===== config.mk =====
export PLATFORM = sky130hd
export DESIGN_NAME = cpu_step_4_redirect
export DESIGN_NICKNAME = d
export VERILOG_FILES = /design/src/rtl/cpu_pkg.sv /design/src/rtl/redirect_flush_counter.sv /design/src/rtl/cpu_step_4_redirect.sv
export SDC_FILE = /design/constraint.sdc
export NUM_CORES = 1
export LEC_CHECK = 0
export CAP_MARGIN = 20
export CORE_UTILIZATION = 40
export CTS_CLUSTER_SIZE = 40
export DETAILED_ROUTE_END_ITERATION = 16
export GPL_TIMING_DRIVEN = 0
export PLACE_DENSITY_LB_ADDON = 0.08
export SLEW_MARGIN = 40
export SYNTH_ARGS = -nofsm -noshare
export SYNTH_HDL_FRONTEND = slang
export SYNTH_SLANG_ARGS = --single-unit

===== constraint.sdc =====
create_clock -name clk -period 2 [get_ports clk]
set_input_delay 0.2 -clock clk [delete_from_list [all_inputs] [get_ports clk]]
set_output_delay 0.2 -clock clk [all_outputs]
set_load 0.005 [all_outputs]

===== src/rtl/cpu_pkg.sv =====
// Shared definitions for the step-4 redirect logic: PC-select encodings and redirect FSM states.
package cpu_pkg;

  localparam logic [1:0] PC_SEL_PLUS_ONE = 2'd0;
  localparam logic [1:0] PC_SEL_BRANCH   = 2'd1;
  localparam logic [1:0] PC_SEL_EXT      = 2'd2;

  localparam int FLUSH_CNT_W = 3;

  typedef enum logic [1:0] {
    RUN      = 2'd0,
    REDIRECT = 2'd1,
    FLUSH    = 2'd2
  } redirect_state_e;

endpackage


===== src/rtl/redirect_flush_counter.sv =====
// Loadable down-counter for the post-redirect squash window; holds while stalled.
module redirect_flush_counter
  import cpu_pkg::*;
#(
  parameter int CW = FLUSH_CNT_W
) (
  input  logic          clk_i,
  input  logic          rst_ni,
  input  logic          load_i,
  input  logic [CW-1:0] load_val_i,
  input  logic          en_i,
  input  logic          stall_i,
  output logic          zero_o
);

  logic [CW-1:0] count_q;
  logic          dec;

  assign dec = en_i && !stall_i && (count_q != '0);

  always_ff @(posedge clk_i or negedge rst_ni) begin
    if (!rst_ni) begin
      count_q <= '0;
    end else if (load_i) begin
      count_q <= load_val_i;
    end else if (dec) begin
      count_q <= count_q - 1'b1;
    end
  end

  // Flags the decrement that empties the counter, so the caller leaves on that edge.
  assign zero_o = dec && (count_q == CW'(1));

endmodule


===== src/rtl/cpu_step_4_redirect.sv =====
// Step-4 control-transfer resolver: registers branch/jump targets, steers the fetch PC mux and squashes steps 2-3.
// Optional macro CPU_REDIRECT_STATS_EN adds saturating taken / not-taken branch counters.
module cpu_step_4_redirect
  import cpu_pkg::*;
#(
  parameter int WIDTH       = 32,
  parameter int FLUSH_DEPTH = 2
) (
  input  logic             clk,
  input  logic             rst,
  input  logic             valid_step_3,
  input  logic             is_branch_step_3,
  input  logic             is_jump_step_3,
  input  logic             cond_met_step_3,
  input  logic [WIDTH-1:0] pc_plus_one_step_3,
  input  logic [WIDTH-1:0] imm_step_3,
  input  logic [WIDTH-1:0] ext_addr_step_3,
  input  logic             stall,
  output logic [WIDTH-1:0] ext_ADDR_step_4,
  output logic [WIDTH-1:0] pc_plus_one_plus_IMM_step_4,
  output logic [1:0]       control_mux_for_PC,
  output logic             is_load_PC,
  output logic             flush_step_2_3
`ifdef CPU_REDIRECT_STATS_EN
  ,
  output logic [31:0]      taken_count,
  output logic [31:0]      not_taken_count
`endif
);

  redirect_state_e  state_q;
  logic [WIDTH-1:0] ext_q;
  logic [WIDTH-1:0] tgt_q;
  logic [1:0]       mux_q;
  logic             flush_q;
  logic             run_en_q;
  logic [1:0]       sel_d;
  logic             accept;
  logic             taken;
  logic             cnt_zero;

  assign accept = valid_step_3 && !stall && !flush_q;

  always_comb begin
    sel_d = PC_SEL_PLUS_ONE;
    if (is_jump_step_3) begin
      sel_d = PC_SEL_EXT;
    end else if (is_branch_step_3 && cond_met_step_3) begin
      sel_d = PC_SEL_BRANCH;
    end
  end

  assign taken = (sel_d != PC_SEL_PLUS_ONE);

  redirect_flush_counter #(.CW(FLUSH_CNT_W)) u_flush_cnt (
    .clk_i      (clk),
    .rst_ni     (rst),
    .load_i     (state_q == REDIRECT),
    .load_val_i (FLUSH_CNT_W'(FLUSH_DEPTH - 1)),
    .en_i       (state_q == FLUSH),
    .stall_i    (stall),
    .zero_o     (cnt_zero)
  );

  always_ff @(posedge clk or negedge rst) begin
    if (!rst) begin
      state_q  <= RUN;
      ext_q    <= '0;
      tgt_q    <= '0;
      mux_q    <= PC_SEL_PLUS_ONE;
      flush_q  <= 1'b0;
      run_en_q <= 1'b0;
    end else begin
      run_en_q <= 1'b1;
      if (accept) begin
        ext_q <= ext_addr_step_3;
        tgt_q <= pc_plus_one_step_3 + imm_step_3;
      end
      case (state_q)
        RUN: begin
          if (accept && taken) begin
            state_q <= REDIRECT;
            mux_q   <= sel_d;
            flush_q <= 1'b1;
          end
        end
        REDIRECT: begin
          mux_q <= PC_SEL_PLUS_ONE;
          if (FLUSH_DEPTH == 1) begin
            state_q <= RUN;
            flush_q <= 1'b0;
          end else begin
            state_q <= FLUSH;
          end
        end
        FLUSH: begin
          if (cnt_zero) begin
            state_q <= RUN;
            flush_q <= 1'b0;
          end
        end
        default: begin
          state_q <= RUN;
          mux_q   <= PC_SEL_PLUS_ONE;
          flush_q <= 1'b0;
        end
      endcase
    end
  end

  // The redirect cycle always loads; otherwise the live stall gates the load (held low through reset).
  assign is_load_PC                  = (state_q == REDIRECT) || (run_en_q && !stall);
  assign ext_ADDR_step_4             = ext_q;
  assign pc_plus_one_plus_IMM_step_4 = tgt_q;
  assign control_mux_for_PC          = mux_q;
  assign flush_step_2_3              = flush_q;

`ifdef CPU_REDIRECT_STATS_EN
  logic [31:0] taken_cnt_q;
  logic [31:0] not_taken_cnt_q;
  logic        br_only;

  assign br_only = accept && is_branch_step_3 && !is_jump_step_3;

  always_ff @(posedge clk or negedge rst) begin
    if (!rst) begin
      taken_cnt_q     <= '0;
      not_taken_cnt_q <= '0;
    end else begin
      if (br_only && cond_met_step_3 && (taken_cnt_q != '1)) begin
        taken_cnt_q <= taken_cnt_q + 32'd1;
      end
      if (br_only && !cond_met_step_3 && (not_taken_cnt_q != '1)) begin
        not_taken_cnt_q <= not_taken_cnt_q + 32'd1;
      end
    end
  end

  assign taken_count     = taken_cnt_q;
  assign not_taken_count = not_taken_cnt_q;
`endif

endmodule

==> results of run 1 <==
## kinds of logic after synthesis
logic type	Yosys count	share of synthesized area
AOI/OAI and AO/OA	143	0.203
xor gates and xnor gates	26	0.0495
adders and majority gates	35	0.0969
buffers and inverters	40	0.0435
DFF	73	0.397
muxes	2	0.00435
other	1	0.000816
and+or+nand+nor	224	0.204
## path summary, 6_finish.rpt
kind / start / to / depth (start not counted)
min in group asynchronous: rst / control_mux_for_PC[1]$_DFFE_PN0P_ / 2
max reg2reg: flush_step_2_3$_DFFE_PN0P_ / control_mux_for_PC[0]$_DFFE_PN0P_ / 5
max: imm_step_3[0] / pc_plus_one_plus_IMM_step_4[28]$_DFFE_PN0P_ / 10
min reg2reg: ext_ADDR_step_4[26]$_DFFE_PN0P_ / ext_ADDR_step_4[26]$_DFFE_PN0P_ / 2
max in group asynchronous: rst / pc_plus_one_plus_IMM_step_4[2]$_DFFE_PN0P_ / 3
min: pc_plus_one_step_3[0] / pc_plus_one_plus_IMM_step_4[0]$_DFFE_PN0P_ / 4
## power groups by stage
stage	logic [W]	clock network (W)	registers, W
6_report	0.00372	0.00170	0.00257
5_1_grt	0.00409	0.00179	0.00266
4_1_cts	0.00361	0.00172	0.00257
3_5_place_dp	0.00340	0	0.00259
3_3_place_gp	0.00332	0	0.00257
2_1_floorplan	0.00131	0	0.00262
## cells in the final DEF (no fill, tap or decap), types with 4 or more instances in the layout
cell type / instances
nand3_1: 10
clkbuf_16: 9
xnor2_1: 13
a31oi_1: 6
inv_1: 13
buf_4: 32
o21ai_0: 22
a21oi_1: 25
xor2_1: 11
buf_6: 15
dlygate4sd2_1: 17
clkbuf_2: 10
clkdlybuf4s15_1: 4
dlymetal6s2s_1: 14
clkbuf_1: 12
nand2_1: 148
clkdlybuf4s50_1: 125
nor3_1: 5
o21ai_1: 11
ha_4: 17
nand2_4: 4
nor2_1: 23
a21oi_2: 8
dfrtp_1: 73
nand4_1: 9
a21o_1: 14
ha_1: 16
## metal layers
| metal | up-vias | GRT usage | share of wire |
|---|---|---|---|
| met5 | - | 0 | 0 |
| met4 | 0 | 0.0771 | 0.018 |
| met3 | 23 | 0.0448 | 0.067 |
| met2 | 173 | 0.413 | 0.49 |
| met1 | 2285 | 0.307 | 0.43 |
| li1 | 2326 | - | - |
## area by class of cell
class	count	share of cell area
plain buffers	23	0.0192
clock buffers	12	0.0323
clock inverters	3	0.00852
inverters	14	0.00688
multi-input cells	431	0.405
flip-flops and latches	73	0.239
well taps	140	0.0229
repair buffers	209	0.266
## flip-flops by register name, summed over array words and instances, names as in the netlist
register and flops:
ext_ADDR_step_4 32, pc_plus_one_plus_IMM_step_4 32, u_flush_cnt.count_q 3, control_mux_for_PC 2, state_q 2, flush_step_2_3 1, run_en_q 1
## metrics by stage
| stage | TNS, ps | instances | worst slack [ps] | total power [W] |
|---|---|---|---|---|
| after detailed placement | -21640 | 855 | -960 | 0.00599 |
| after global placement | -154270 | 854 | -1840 | 0.00589 |
| final | -1040 | 905 | -193 | 0.00799 |
| after global routing | -2500 | 905 | -329 | 0.00854 |
| after CTS | -1540 | 894 | -256 | 0.00790 |
| after floorplan | -648 | 544 | -207 | 0.00393 |
## worst max-delay path, delay by kind of cell
family          cells  cell delay, ps
buf+inv             1             100
compound gates      6            1450
fa+ha+maj           2             510
simple gates        1             160
## timing repair
action	4_1_cts	5_1_grt
endpoints found under the setup margin	21	33
pin swaps	37	31
gates resized for setup	108	67
cloned	0	0
setup buffers	24	13
hold buffers	1	0
hold endpoints to repair	18	0
==> out/metrics.cfg, run 1 <==
[status]
outcome = finished, violations left
violations = negative setup slack

[clock_network]
cts_tree = done
htree_levels = 3
clock_sinks = 73
cts_buffers = 9
insertion_delay_ps = 330
cts_root_buf = clkbuf_16
path_clk_slew_ps = 50
cts_max_path_buffers = 2

[cells_and_area]
finish.net_count = 899
antenna_cells = 0
fin_area_sq_um = 7630
seq_area_sq_um = 1830
fillers = 894
syn_to_final_growth_pct = 66.0
multi_input_area_sq_um = 3090
finish.utilization = 0.692
drive_above_1_share = 0.191

[flow_run]
timing.max_cap.violations = 0

[synthesis]
async_reset_ff_frac = 1.00
syn_nets = 682
synthTopCellsByArea = dfrtp_1, nand2_1, ha_1
seq_area_frac_synth = 0.397
yosysTopAreaCellShare = 0.397
ys_ff_latch = 73
ys_warn_count = 0
syn-cell-area_sq_um = 4600
yosysMostFrequentCell = nand2_1
synth_commonest_cells = nand2_1, dfrtp_1, o21ai_0
ys_types = 60
syn-instance-count = 544
synth_edf_count = 0
synth_area_per_cell_sq_um = 8.45
ys.flop_type = dfrtp_1
yosys.area.top_type = dfrtp_1

[timing]
timing.fmax_mhz = 456
finalCritPeriodShare = 1.10
setup_ws_ps = -193
finalHoldViolations = 0
rsz0062_at_grt = yes
slew_violations = 0
fin_skew_ps = 4.81
hold_ws_ps = 177
period_needed_ps = 2190
setup_viol = 11

[critical_path]
crit_chain = buf_6 > ha_4 > fa_2 > a21o_1 > a211oi_2 > o211ai_1 > a221o_2 > nor4b_4 > o21a_1 > o31ai_2
cp.arrival_ps = 2430
crit_path_end_kind = flip-flop
path_max_fanout = 5
worst-setup-path-type = input pin to flip-flop
worst_ep_required_time_ps = 2230
r2r_slack_ps = 130
startpoint_type = input pin
max_stage_delay_ps = 450
crit_slowest_cell = a221o_2

[route]
viasPerCell = 5.31
wl_per_cell_um = 15.9
drcViolationCount = 0
first_pass_iters = 5
drt-total-wl_um = 14400
ant_nets = 0
drt_iter0_drc = 323
num_vias = 4807

[placement]
dp_hpwl_um = 10400
place_congestion = 0.925
placed_area_sq_um = 6580
port_buffers = 170

[floorplan]
core_sq_um = 11000
die_area_sq_um = 11900
initial_utilization = 0.417
rows = 38
ioPinCount = 171
die_h_um = 109
die_w_um = 109

[pwr]
swShare = 0.320
p_sw_w = 0.00255
power.leakage_nw = 3.53
comb_power_share = 0.465
intPower_w = 0.00544
p_per_area_nw_per_um2 = 1050
irDropWorstVdd_uv = 680
pwr-share-clk = 0.213
seq_power_share = 0.322

[grt]
antenna_found_initial = 0
grt_max_degree = 58
overflow = 0
grt_pass1_wl_um = 22400
grt.total_usage = 0.242
grt_pass1_vias = 4631

[worst_hold_path]
hold_class = input pin to flip-flop

(Power assumes the default switching activity.)
==> inputs of run 2 (changes only) <==
--- a/config.mk
+++ b/config.mk
@@ -15,3 +15,4 @@
 export SYNTH_ARGS = -nofsm -noshare
 export SYNTH_HDL_FRONTEND = slang
 export SYNTH_SLANG_ARGS = --single-unit
+export TNS_END_PERCENT = 10
==> out/metrics.cfg, run 2 (synthesized netlist as in run 1, its figures left out) <==
[route]
first_pass_iters = 5
drt_iter0_drc = 309
num_vias = 4726
drcViolationCount = 0
wl_per_cell_um = 15.6
viasPerCell = 5.29
ant_nets = 0
drt-total-wl_um = 14000

[clock_network]
insertion_delay_ps = 330
cts_tree = done
cts_buffers = 9
cts_max_path_buffers = 2
path_clk_slew_ps = 60
clock_sinks = 73
cts_root_buf = clkbuf_16
htree_levels = 3

[flow_run]
timing.max_cap.violations = 0

[floorplan]
core_sq_um = 11000
ioPinCount = 171
die_h_um = 109
die_w_um = 109
rows = 38
die_area_sq_um = 11900
initial_utilization = 0.417

[timing]
slew_violations = 0
slew_headroom = 0.663
fin_skew_ps = 5.35
finalCritPeriodShare = 1.10
setup_viol = 12
setup_ws_ps = -205
finalHoldViolations = 0
max_slew.worst_pin.slew_ps = 506
period_needed_ps = 2200
rsz0062_at_grt = yes
timing.fmax_mhz = 454

[cells_and_area]
syn_to_final_growth_pct = 62.7
finish.utilization = 0.678
layout_commonest_cell = nand2_1
finalNonFillerCells = 894
finish.net_count = 887
drive_above_1_share = 0.155
layout_common_cells = nand2_1, clkdlybuf4s50_1, dfrtp_1, o21ai_0, a21oi_1
antenna_cells = 0

[worst_hold_path]
hold_class = input pin to flip-flop
min-delay-start = imm_step_3[0]
holdPathEnd = pc_plus_one_plus_IMM_step_4[0]$_DFFE_PN0P_
whs_path_depth = 4

[critical_path]
r2r_slack_ps = 80
startpoint_type = input pin
cp.arrival_ps = 2420
reg2reg_to = control_mux_for_PC[0]$_DFFE_PN0P_
worst-setup-path-type = input pin to flip-flop
r2r_cells = 6
worst_ep_required_time_ps = 2210
worstReg2RegStart = flush_step_2_3$_DFFE_PN0P_
path_max_fanout = 8
crit_path_end_kind = flip-flop

[grt]
grt_max_degree = 62
antenna_found_initial = 0
grt_pass1_wl_um = 21600
overflow = 0
grt_pass1_vias = 4614
grt.total_usage = 0.232

[pwr]
irDropWorstVdd_uv = 581
power.leakage_nw = 3.45
p_per_area_nw_per_um2 = 1060

[status]
outcome = finished, violations left
violations = negative setup slack

[placement]
dp_hpwl_um = 10300
post-place-cells = 855
port_buffers = 170
place_congestion = 0.958
place_ws_ps = -961

## run 2: changes by cell type in the layout (fill, tap and decap cells not counted), sizes merged
cell	delta
buf	-14
clkbuf	-3
clkdlybuf4s15	-3
clkdlybuf4s50	+18
clkinv	-1
clkinvlp	+2
dlygate4sd2	-12
dlymetal6s2s	+2
## run 2: critical path, stage by stage
cell and delay (ps):
clkdlybuf4s50_1 410, ha_1 300, buf_6 130, nand4_1 160, or3_4 380, o31ai_4 310, a2111oi_1 140, or3b_1 380
## run 2: area by class of cell
cell class | instances | area [sq um]
fill | 893 | 3550
multi-input combinational | 431 | 3000
timing repair buffer | 194 | 1930
sequential | 73 | 1830
clock buffer | 12 | 256
tap | 140 | 175
buffer | 26 | 166
clock inverter | 4 | 75.1
inverter | 14 | 52.6
## run 2: how the worst max path moves through the flow
stage	startpoint	to	slack [ps]	cells after the start
6_report	pc_plus_one_step_3[14]	pc_plus_one_plus_IMM_step_4[26]$_DFFE_PN0P_	-200	8
5_1_grt	imm_step_3[6]	pc_plus_one_plus_IMM_step_4[26]$_DFFE_PN0P_	-270	8
4_1_cts	imm_step_3[0]	pc_plus_one_plus_IMM_step_4[28]$_DFFE_PN0P_	-250	10
3_5_place_dp	pc_plus_one_step_3[0]	pc_plus_one_plus_IMM_step_4[26]$_DFFE_PN0P_	-960	10
3_3_place_gp	rst	pc_plus_one_plus_IMM_step_4[6]$_DFFE_PN0P_	-1790	1
2_1_floorplan	pc_plus_one_step_3[0]	pc_plus_one_plus_IMM_step_4[28]$_DFFE_PN0P_	-210	9
## run 2: timing repair
| action | in CTS | in global routing |
|---|---|---|
| resized for setup | 63 | 60 |
| setup endpoints to repair | 21 | 34 |
| buffers inserted | 10 | 12 |
| endpoints found under the hold margin | 73 | 0 |
| gates cloned | 0 | 0 |
| hold buffers | 1 | 0 |
| pin swaps | 22 | 31 |
## run 2: power breakdown
group          internal, W  total (W)  leakage, nW  switching, W
Sequential         0.00218    0.00258        0.907      0.000399
Clock              0.00116    0.00176        0.155      0.000601
Combinational      0.00207    0.00360         2.39       0.00152
## run 2: through the flow
step | hold WS [ps] | power, W | cell area, sq um | TNS (ps)
global placement | 456 | 0.00585 | 6500 | -149860
global route | 202 | 0.00847 | 7480 | -3160
floorplan | -95.6 | 0.00391 | 4630 | -870
finish | 181 | 0.00794 | 7480 | -1480
detailed placement | 34.1 | 0.00596 | 6530 | -21180
CTS | 174 | 0.00785 | 7160 | -2400
## run 2: layer usage
layer  GRT usage  wire length [um]  vias to the layer above
li1            -                 -                     2305
met1       0.292              6080                     2213
met2       0.402              6790                      181
met3      0.0275               800                       27
met4      0.0971               299                        0
met5           0                 0                        -
==> inputs of run 3 (changes only) <==
--- a/config.mk
+++ b/config.mk
@@ -9,6 +9,7 @@
 export CORE_UTILIZATION = 40
 export CTS_CLUSTER_SIZE = 40
 export DETAILED_ROUTE_END_ITERATION = 16
+export DONT_BUFFER_PORTS = 1
 export GPL_TIMING_DRIVEN = 0
 export PLACE_DENSITY_LB_ADDON = 0.08
 export SLEW_MARGIN = 40
==> out/metrics.cfg, run 3 (synthesized netlist as in run 1, its figures left out) <==
[floorplan]
initial_utilization = 0.417
ioPinCount = 171
die_area_sq_um = 11900
core_sq_um = 11000
die_h_um = 109
rows = 38
die_w_um = 109

[critical_path]
crit_path_end_kind = flip-flop
worst-setup-path-type = input pin to flip-flop
cp.arrival_ps = 2290
path_max_fanout = 5
worst_ep_required_time_ps = 2240
startpoint_type = input pin

[timing]
timing.fmax_mhz = 487
finalCritPeriodShare = 1.03
rsz0062_at_grt = yes
setup_ws_ps = -55.1
slew_headroom = 0.591
max_slew.worst_pin.slew_ps = 607
slew_violations = 0
period_needed_ps = 2060
fin_skew_ps = 3.45
finalHoldViolations = 0
setup_viol = 3
hold_ws_ps = 11.1

[route]
drt_iter0_drc = 198
drt-total-wl_um = 12700
ant_nets = 0
viasPerCell = 5.39
num_vias = 3981
first_pass_iters = 4
drcViolationCount = 0
wl_per_cell_um = 17.2

[cells_and_area]
seq_area_sq_um = 1830
fillers = 1046
finish.net_count = 732
layout_common_cells = nand2_1, dfrtp_1, o21ai_0, a21oi_1, dlygate4sd3_1
layout_commonest_cell = nand2_1
drive_above_1_share = 0.0968
multi_input_area_sq_um = 2730
syn_to_final_growth_pct = 22.6
antenna_cells = 0

[status]
violations = negative setup slack
outcome = finished, violations left

[clock_network]
path_clk_slew_ps = 60
insertion_delay_ps = 330
cts_buffers = 9
htree_levels = 3
cts_root_buf = clkbuf_16
clock_sinks = 73
cts_max_path_buffers = 2
cts_tree = done

[pwr]
seq_power_share = 0.452
swShare = 0.361
total_power_w = 0.00621
intPower_w = 0.00397
p_per_area_nw_per_um2 = 1100
power.leakage_nw = 2.63
comb_power_share = 0.286
p_sw_w = 0.00224
pwr-share-clk = 0.262
irDropWorstVdd_uv = 731

[placement]
place_congestion = 0.897
dp_hpwl_um = 9500
port_buffers = 0

[grt]
antenna_found_initial = 0
grt_max_degree = 74
overflow = 0
grt_pass1_vias = 4085
grt.total_usage = 0.214
grt_pass1_wl_um = 19500

[flow_run]
timing.max_cap.violations = 0

[worst_hold_path]
hold_class = input pin to flip-flop

[run 3: changes by cell type in the layout (fill, tap and decap cells not counted), moves of 11 or more]
| cell | delta |
|---|---|
| ha_1 | +11 |
| dlygate4sd3_1 | +32 |
| clkdlybuf4s50_1 | -143 |
| buf_4 | -13 |
| dlymetal6s2s_1 | -16 |
[run 3: path summary, 6_finish.rpt]
| path | start | to | slack (ps) | cells after the start |
|---|---|---|---|---|
| min | ext_addr_step_3[10] | ext_ADDR_step_4[10]$_DFFE_PN0P_ | 10 | 2 |
| min reg2reg | ext_ADDR_step_4[7]$_DFFE_PN0P_ | ext_ADDR_step_4[7]$_DFFE_PN0P_ | 500 | 2 |
| max | pc_plus_one_step_3[0] | pc_plus_one_plus_IMM_step_4[28]$_DFFE_PN0P_ | -60 | 9 |
| min in group asynchronous | rst | control_mux_for_PC[0]$_DFFE_PN0P_ | 420 | 2 |
| max reg2reg | flush_step_2_3$_DFFE_PN0P_ | control_mux_for_PC[0]$_DFFE_PN0P_ | 30 | 6 |
| max in group asynchronous | rst | ext_ADDR_step_4[27]$_DFFE_PN0P_ | 1270 | 2 |
[run 3: area by class of cell]
class | instances | share of cell area
plain buffers | 26 | 0.0266
clock inverters | 5 | 0.00954
inverters | 14 | 0.00932
flip-flops and latches | 73 | 0.324
multi-input cells | 431 | 0.484
well taps | 140 | 0.0311
repair buffers | 39 | 0.0701
clock buffers | 11 | 0.0448
[run 3: timing repair]
| action | in CTS | in global routing |
|---|---|---|
| endpoints found under the hold margin | 105 | 0 |
| setup endpoints to repair | 7 | 28 |
| gates resized for setup | 11 | 16 |
| pin swaps | 2 | 6 |
| buffers inserted | 1 | 5 |
| hold buffers | 34 | 0 |
[run 3: per-layer routing]
layer	part of all wire	GRT usage	routed length, um
met2	0.48	0.377	6110
met1	0.43	0.253	5500
met5	0	0	0
met3	0.068	0.0418	871
met4	0.020	0.0876	254
[run 3: power by group through the flow]
stage	logic, W	clock network [W]	registers [W]
6_report	0.00178	0.00163	0.00281
5_1_grt	0.00206	0.00173	0.00292
4_1_cts	0.00173	0.00166	0.00283
3_5_place_dp	0.00161	0	0.00286
3_3_place_gp	0.00156	0	0.00284
2_1_floorplan	0.00129	0	0.00262
[run 3: worst max-delay path, cell delays in order]
cell      delay [ps]
ha_4             150
fa_2             350
a21o_1           210
a211oi_4         270
o211ai_1         110
a221o_2          430
nor4b_4          160
o21a_1           180
o31ai_2          230
[run 3: metrics by stage]
| stage | util | worst slack (ps) | cell area, sq um | setup TNS, ps | std cells |
|---|---|---|---|---|---|
| CTS | 0.501 | -79.6 | 5530 | -153 | 735 |
| global route | 0.511 | -158 | 5640 | -1270 | 739 |
| floorplan | - | -207 | 4630 | -870 | 544 |
| detailed placement | 0.435 | -494 | 4800 | -5170 | 684 |
| finish | 0.511 | -55.1 | 5640 | -61.5 | 739 |
| global placement | 0.435 | -459 | 4800 | -4670 | 684 |
